## src/rtl/mem_port_arbiter_pkg.sv

```systemverilog
// mem_port_arbiter_pkg: shared encodings for the memory port arbiter.
// Holds the FSM states, load/store size codes and master ids.
package mem_port_arbiter_pkg;

  typedef enum logic [2:0] {
    ARB_IDLE = 3'b001,
    ARB_BUSY = 3'b010,
    ARB_RESP = 3'b100
  } arb_state_e;

  typedef enum logic [1:0] {
    LS_B = 2'b00,
    LS_H = 2'b01,
    LS_W = 2'b10
  } mem_type_bus_e;

  localparam logic MASTER_CORE = 1'b0;
  localparam logic MASTER_DBG  = 1'b1;

  localparam int TMO_W    = 8;
  localparam int STARVE_W = 4;

  // Debug master wins when the core is quiet or has starved it.
  function automatic logic arb_pick_dbg(
    input logic m0_req,
    input logic m1_req,
    input logic starved
  );
    return m1_req & (~m0_req | starved);
  endfunction

endpackage

```

## src/rtl/arb_timeout_cnt.sv

```systemverilog
// arb_timeout_cnt: loadable saturating up-counter.
// Clear beats load beats enable; tc flags cnt >= tc_val.
module arb_timeout_cnt #(
  parameter int W = 8
) (
  input  logic         clk,
  input  logic         rst,
  input  logic         clr,
  input  logic         load,
  input  logic [W-1:0] load_val,
  input  logic         en,
  input  logic [W-1:0] tc_val,
  output logic [W-1:0] cnt,
  output logic         tc
);

  // Count register, sticks at all-ones instead of wrapping.
  always_ff @(posedge clk) begin
    if (rst) begin
      cnt <= '0;
    end else if (clr) begin
      cnt <= '0;
    end else if (load) begin
      cnt <= load_val;
    end else if (en && (cnt != '1)) begin
      cnt <= cnt + W'(1);
    end
  end

  assign tc = (cnt >= tc_val);

endmodule

```

## src/rtl/mem_port_arbiter.sv

```systemverilog
// mem_port_arbiter: shares one memory port between core and debug.
// Core has priority; debug is forced after STARVE_MAX losses.
module mem_port_arbiter
  import mem_port_arbiter_pkg::*;
#(
  parameter int ADDR_W     = 32,
  parameter int DATA_W     = 32,
  parameter int STARVE_MAX = 4,
  parameter int TIMEOUT    = 64
) (
  input  logic              clk,
  input  logic              rst,
  input  logic              m0_req,
  input  logic              m0_we,
  input  logic [ADDR_W-1:0] m0_addr,
  input  logic [DATA_W-1:0] m0_wdata,
  input  logic [1:0]        m0_type,
  input  logic              m0_sign,
  output logic [DATA_W-1:0] m0_rdata,
  output logic              m0_ack,
  output logic              m0_err,
  output logic              m0_stall,
  input  logic              m1_req,
  input  logic              m1_we,
  input  logic [ADDR_W-1:0] m1_addr,
  input  logic [DATA_W-1:0] m1_wdata,
  input  logic [1:0]        m1_type,
  input  logic              m1_sign,
  output logic [DATA_W-1:0] m1_rdata,
  output logic              m1_ack,
  output logic              m1_err,
  output logic              mem_req,
  output logic              mem_we,
  output logic [ADDR_W-1:0] mem_addr,
  output logic [DATA_W-1:0] mem_wdata,
  output logic [1:0]        mem_type,
  output logic              mem_sign,
  input  logic [DATA_W-1:0] mem_rdata,
  input  logic              mem_ack
);

  arb_state_e state_q;
  arb_state_e state_d;
  logic       grant_q;
  logic       grant_d;

  logic [DATA_W-1:0] rdata_q;
  logic              err_q;

  logic is_idle;
  logic is_busy;
  logic is_resp;
  logic any_req;
  logic pick_m1;
  logic ack_ok;

  logic [TMO_W-1:0]    tmo_cnt;
  logic                tmo_tc;
  logic                tmo_clr;
  logic                tmo_en;
  logic [STARVE_W-1:0] starve_cnt;
  logic                starve_ge;
  logic                starve_clr;
  logic                starve_en;

  assign is_idle = (state_q == ARB_IDLE);
  assign is_busy = (state_q == ARB_BUSY);
  assign is_resp = (state_q == ARB_RESP);
  assign any_req = m0_req | m1_req;
  assign pick_m1 = arb_pick_dbg(m0_req, m1_req, starve_ge);
  assign ack_ok  = is_busy & mem_ack;

  // Timeout runs only while BUSY and restarts on any exit.
  assign tmo_clr = ~is_busy | ack_ok | tmo_tc;
  assign tmo_en  = is_busy;

  arb_timeout_cnt #(
    .W (TMO_W)
  ) u_tmo_cnt (
    .clk      (clk),
    .rst      (rst),
    .clr      (tmo_clr),
    .load     (1'b0),
    .load_val ('0),
    .en       (tmo_en),
    .tc_val   (TMO_W'(TIMEOUT - 1)),
    .cnt      (tmo_cnt),
    .tc       (tmo_tc)
  );

  // Starvation counts core wins over a waiting debug request.
  assign starve_clr = is_idle & pick_m1;
  assign starve_en  = is_idle & m1_req & ~pick_m1;

  arb_timeout_cnt #(
    .W (STARVE_W)
  ) u_starve_cnt (
    .clk      (clk),
    .rst      (rst),
    .clr      (starve_clr),
    .load     (1'b0),
    .load_val ('0),
    .en       (starve_en),
    .tc_val   (STARVE_W'(STARVE_MAX)),
    .cnt      (starve_cnt),
    .tc       (starve_ge)
  );

  // State and grant registers.
  always_ff @(posedge clk) begin
    if (rst) begin
      state_q <= ARB_IDLE;
      grant_q <= MASTER_CORE;
    end else begin
      state_q <= state_d;
      grant_q <= grant_d;
    end
  end

  // Next-state and grant selection.
  always_comb begin
    state_d = state_q;
    grant_d = grant_q;
    unique case (1'b1)
      (state_q == ARB_IDLE): begin
        if (any_req) begin
          state_d = ARB_BUSY;
          grant_d = pick_m1 ? MASTER_DBG : MASTER_CORE;
        end
      end
      (state_q == ARB_BUSY): begin
        if (ack_ok || tmo_tc) begin
          state_d = ARB_RESP;
        end
      end
      (state_q == ARB_RESP): begin
        state_d = ARB_IDLE;
      end
      default: begin
        state_d = ARB_IDLE;
      end
    endcase
  end

  // Command latch on grant; response capture on ack or timeout.
  always_ff @(posedge clk) begin
    if (rst) begin
      mem_we    <= 1'b0;
      mem_addr  <= '0;
      mem_wdata <= '0;
      mem_type  <= 2'b00;
      mem_sign  <= 1'b0;
      rdata_q   <= '0;
      err_q     <= 1'b0;
    end else begin
      if (is_idle && any_req) begin
        mem_we    <= pick_m1 ? m1_we    : m0_we;
        mem_addr  <= pick_m1 ? m1_addr  : m0_addr;
        mem_wdata <= pick_m1 ? m1_wdata : m0_wdata;
        mem_type  <= pick_m1 ? m1_type  : m0_type;
        mem_sign  <= pick_m1 ? m1_sign  : m0_sign;
      end
      if (ack_ok) begin
        rdata_q <= mem_we ? '0 : mem_rdata;
        err_q   <= 1'b0;
      end else if (is_busy && tmo_tc) begin
        rdata_q <= '0;
        err_q   <= 1'b1;
      end
    end
  end

  assign mem_req = is_busy;

  assign m0_ack   = is_resp & (grant_q == MASTER_CORE);
  assign m1_ack   = is_resp & (grant_q == MASTER_DBG);
  assign m0_rdata = m0_ack ? rdata_q : '0;
  assign m1_rdata = m1_ack ? rdata_q : '0;
  assign m0_err   = m0_ack & err_q;
  assign m1_err   = m1_ack & err_q;
  assign m0_stall = m0_req & ~m0_ack;

endmodule
```

## config.mk

```make
export PLATFORM = sky130hd
export DESIGN_NAME = mem_port_arbiter
export DESIGN_NICKNAME = d
export VERILOG_FILES = /design/src/rtl/mem_port_arbiter_pkg.sv /design/src/rtl/arb_timeout_cnt.sv /design/src/rtl/mem_port_arbiter.sv
export SDC_FILE = /design/constraint.sdc
export NUM_CORES = 1
export LEC_CHECK = 0
export CAP_MARGIN = 20
export CORE_UTILIZATION = 25
export CTS_CLUSTER_SIZE = 24
export DETAILED_ROUTE_END_ITERATION = 10
export SLEW_MARGIN = 20
export SYNTH_ARGS = -nofsm -noshare
export SYNTH_HDL_FRONTEND = slang
export SYNTH_SLANG_ARGS = --single-unit
```

## constraint.sdc

```tcl
create_clock -name clk -period 3.6 [get_ports clk]
set_input_delay 0.9 -clock clk [delete_from_list [all_inputs] [get_ports clk]]
set_output_delay 0.9 -clock clk [all_outputs]
set_load 0.1 [all_outputs]
```

==> summary.txt <==
Run status
  • Outcome: complete, no violations

Flow run
  • Maxcap violations: 0

CTS
  • Worst skew pair latency: 0.41 ns
  • Post-CTS setup buffers: 0
  • TritonCTS clock tree: yes
  • CTS buffer count: 17
  • H-tree levels: 4
  • Clk root buf: clkbuf_16
  • Hold buffer count at cts: 0
  • CTS Buffer Depth: 2
  • CTS resizes: 0
  • CTS Sinks: 117
  • Register clock-pin slew on the reported worst setup and hold paths: 0.05 ns

Floorplanning
  • Row cnt: 57
  • Top Ports: approximately 310
  • Core Region: between 20,000 and 25,000 um2
  • Die width: 159 um
  • Die Area: 25,400 um2
  • Initial Util: 25.5%
  • Height of the die: 159 um

Placed design
  • Port bufs: 310
  • Gp weighted congestion: 0.763
  • Placed inst area: 9220 um2
  • HPWL after DPL: ~15 mm

Route
  • Iter 0 DRT Violations: 279
  • Drt via density: 5.02
  • Routed length per instance: around 17 um
  • Drt pass-1 iters: 4
  • Remaining antenna violation count: 0
  • Routed WL: 23.1 mm
  • DR vias: 6,653
  • Max layer used: met4
  • Met2 wire length: 10.6 mm
  • Drt drc: 0
  • WL met1: 10.3 mm
  • Routed met3 length: 1.89 mm

Layout
  • Nets@finish: 1,164
  • Area taken by multi-input logic gates: 3490 um2
  • FILL cells: roughly 2,500
  • P&R area growth vs syn: 58.3%
  • Final instance area: 9780 um2
  • Layout cell share with drive strength beyond 1: 20.2%
  • Reg area: approximately 2300 um2
  • Ant diodes: 0

Setup path
  • Worst Path Required: 2.70 ns
  • CP top delay family: buffers and inverters
  • Crit-path max cell delay: 0.47 ns
  • Worst Path Buf+Inv: 2
  • CP Capture Type: output pin
  • Critical Path End: m0_rdata[0]
  • Worst Setup SP: state_q[2]
  • Crit path top cell by count: buf_4
  • Setup slack, reg-to-reg: 1.47 ns
  • CP Depth: 4
  • Worst reg-to-reg path cell count: 4
  • Worst R2R End: mem_wdata[17]
  • Crit path cell chain: nor4b_4, buf_4, and2_1, buf_4
  • Crit-path slowest cell: dfxtp_1
  • CP Data Arrival Time: 2.09 ns
  • Critical path launch point type: register
  • Crit path kind: register to output pin
  • Worst Path Max Fanout: 34
  • Worst r2r src: state_q[0]

Timing
  • Least-Margin Pin Slew: 0.968 ns
  • Pins Over Slew Limit: 0
  • Part of the cycle the worst path needs: 83.0%
  • Fin Clk Skew: 0.0134 ns
  • Relative slew slack: 35.2%
  • Fin Setup TNS: 0 ns
  • Final Hold Vio Count: 0
  • Setup Viol. Count Final: 0
  • Minimum clock period: 2.99 ns
  • RSZ-0062 raised after global routing: false
  • Fmax: 335 MHz

Synth
  • Asr flop ratio synth: 0%
  • Seq cells post-synth: 117
  • Seq/Total Area, Yosys: 37.9%
  • Yosys cell types: 41
  • Netlist Area Pre-Place: 6180 um2
  • EDFF count, synth: 0
  • Predominant post-synthesis flop cell: dfxtp_1
  • Synth warnings: 0
  • Synth Instances: 730
  • Syn Area/Cell: 8.47 um2

GRT
  • GR Overflow Total: 0
  • Largest net degree at the start of global routing: between 70 and 80
  • Global-route wire length before repair: 36.1 mm
  • Vias in the first global route: around 6,400
  • Total track usage: 17.9%
  • Initial antenna violation count: 0

Power
  • Maximum vdd drop: 215 uV
  • PwrDens: 496 nW/um2
  • Lkg Pwr: 0.00355 uW

Hold path
  • Hold crit path type: register to register
sequential cells by signal, indices dropped and copies added, names as in the netlist:
signal and cells:
mem_wdata 32, rdata_q 32, u_starve_cnt.cnt 4, mem_type 2, err_q 1, grant_q 1
u_tmo_cnt.cnt 8, mem_sign 1, mem_we 1, mem_addr 32, state_q 3
synth_stat cells, types with 2 or more instances:
cell | n | share of area (%)
xor2_1 | 2 | 0.28
ha_1 | 2 | 0.40
buf_2 | 16 | 1.3
nor3b_1 | 2 | 0.24
or3b_1 | 2 | 0.28
o21ai_1 | 2 | 0.16
o211ai_1 | 33 | 4.0
nand2b_1 | 60 | 6.1
nand3_1 | 71 | 5.7
dfxtp_1 | 117 | 38
buf_6 | 4 | 0.73
a32oi_1 | 2 | 0.28
or3_1 | 2 | 0.20
a21oi_1 | 72 | 5.8
nand2_1 | 8 | 0.49
nor2_1 | 7 | 0.43
clkbuf_1 | 68 | 4.1
and2_1 | 68 | 6.9
nor2b_1 | 4 | 0.40
nand4b_1 | 30 | 4.3
a311oi_2 | 20 | 4.9
o21ai_0 | 69 | 5.6
inv_1 | 2 | 0.12
a311oi_1 | 48 | 6.8
nor3_1 | 3 | 0.24
placed cells by master, fill, tap and decap left out, types with 3 or more instances in the layout:
cell type,netlist,final
a21oi_1,72,72
clkinvlp_4,0,3
nand3_1,71,71
dfxtp_1,117,117
nor2b_1,4,4
clkbuf_16,0,17
and2_1,68,67
buf_12,0,5
clkbuf_1,68,3
a311oi_2,20,20
clkinv_2,0,5
o21ai_0,69,68
nor3_1,3,3
nor2_1,7,7
nand2_1,8,8
nand4b_1,30,30
buf_4,0,137
a311oi_1,48,48
o211ai_1,33,33
nand2b_1,60,60
clkdlybuf4s50_1,0,184
how the worst min path moves through the flow:
stage                                   start                   to  slack, ns  cells after the start
after CTS                 u_starve_cnt.cnt[1]  u_starve_cnt.cnt[1]       0.46                      2
after detailed placement  u_starve_cnt.cnt[1]  u_starve_cnt.cnt[1]       0.45                      2
final                     u_starve_cnt.cnt[1]  u_starve_cnt.cnt[1]       0.46                      2
after floorplan           u_starve_cnt.cnt[1]  u_starve_cnt.cnt[1]       0.44                      2
after global placement    u_starve_cnt.cnt[1]  u_starve_cnt.cnt[1]       0.44                      2
after global routing      u_starve_cnt.cnt[1]  u_starve_cnt.cnt[1]       0.48                      2
worst min-delay path, delay by kind of cell (launching register included):
family,cells,cell delay (ns)
flip-flops,1,0.31
AO/OA/AOI/OAI,1,0.05
AND/OR/NAND/NOR,1,0.05
logic make-up after synthesis:
group / after synthesis / share of synthesized area [%]
flip-flops: 117 / 37.9
AO/OA/AOI/OAI: 252 / 28.3
XOR/XNOR: 3 / 0.425
adder cells (fa/ha/maj): 2 / 0.405
other: 1 / 0.0607
AND/OR/NAND/NOR: 264 / 26.6
buffers and inverters: 91 / 6.34
metal layers:
metal / global-route usage, % / up-vias
li1: - / 3233
met2: 28.5 / 272
met1: 23.1 / 3132
met4: 5.73 / 0
met5: 0 / -
met3: 5.29 / 16
power by group:
part	switching, uW	internal (uW)	leakage, uW
Clock	620	1030	0.000268
Combinational	1210	496	0.00232
Sequential	79.0	1420	0.000961
Total	1910	2940	0.00355
area by class of cell:
type	instances	share of cell area, %
tap	324	4.14
inverter	3	0.115
clock buffer	21	4.60
timing repair buffer	327	30.4
clock inverter	10	1.10
sequential	117	23.9
multi-input combinational	523	35.7
per-stage QoR:
| stage | worst slack (ns) | std cells | power, uW | util, % | hold slack (ns) |
|---|---|---|---|---|---|
| 2_1_floorplan | 0.00494 | 731 | 2730 | - | 0.436 |
| 3_3_place_gp | 0.809 | 1294 | 3230 | 38.0 | 0.444 |
| 3_5_place_dp | 0.822 | 1294 | 3240 | 38.0 | 0.454 |
| 4_1_cts | 0.548 | 1325 | 4910 | 40.3 | 0.459 |
| 5_1_grt | 0.497 | 1325 | 5050 | 40.3 | 0.480 |
| 6_report | 0.611 | 1325 | 4850 | 40.3 | 0.459 |
Power figures use the tool's default switching activity.
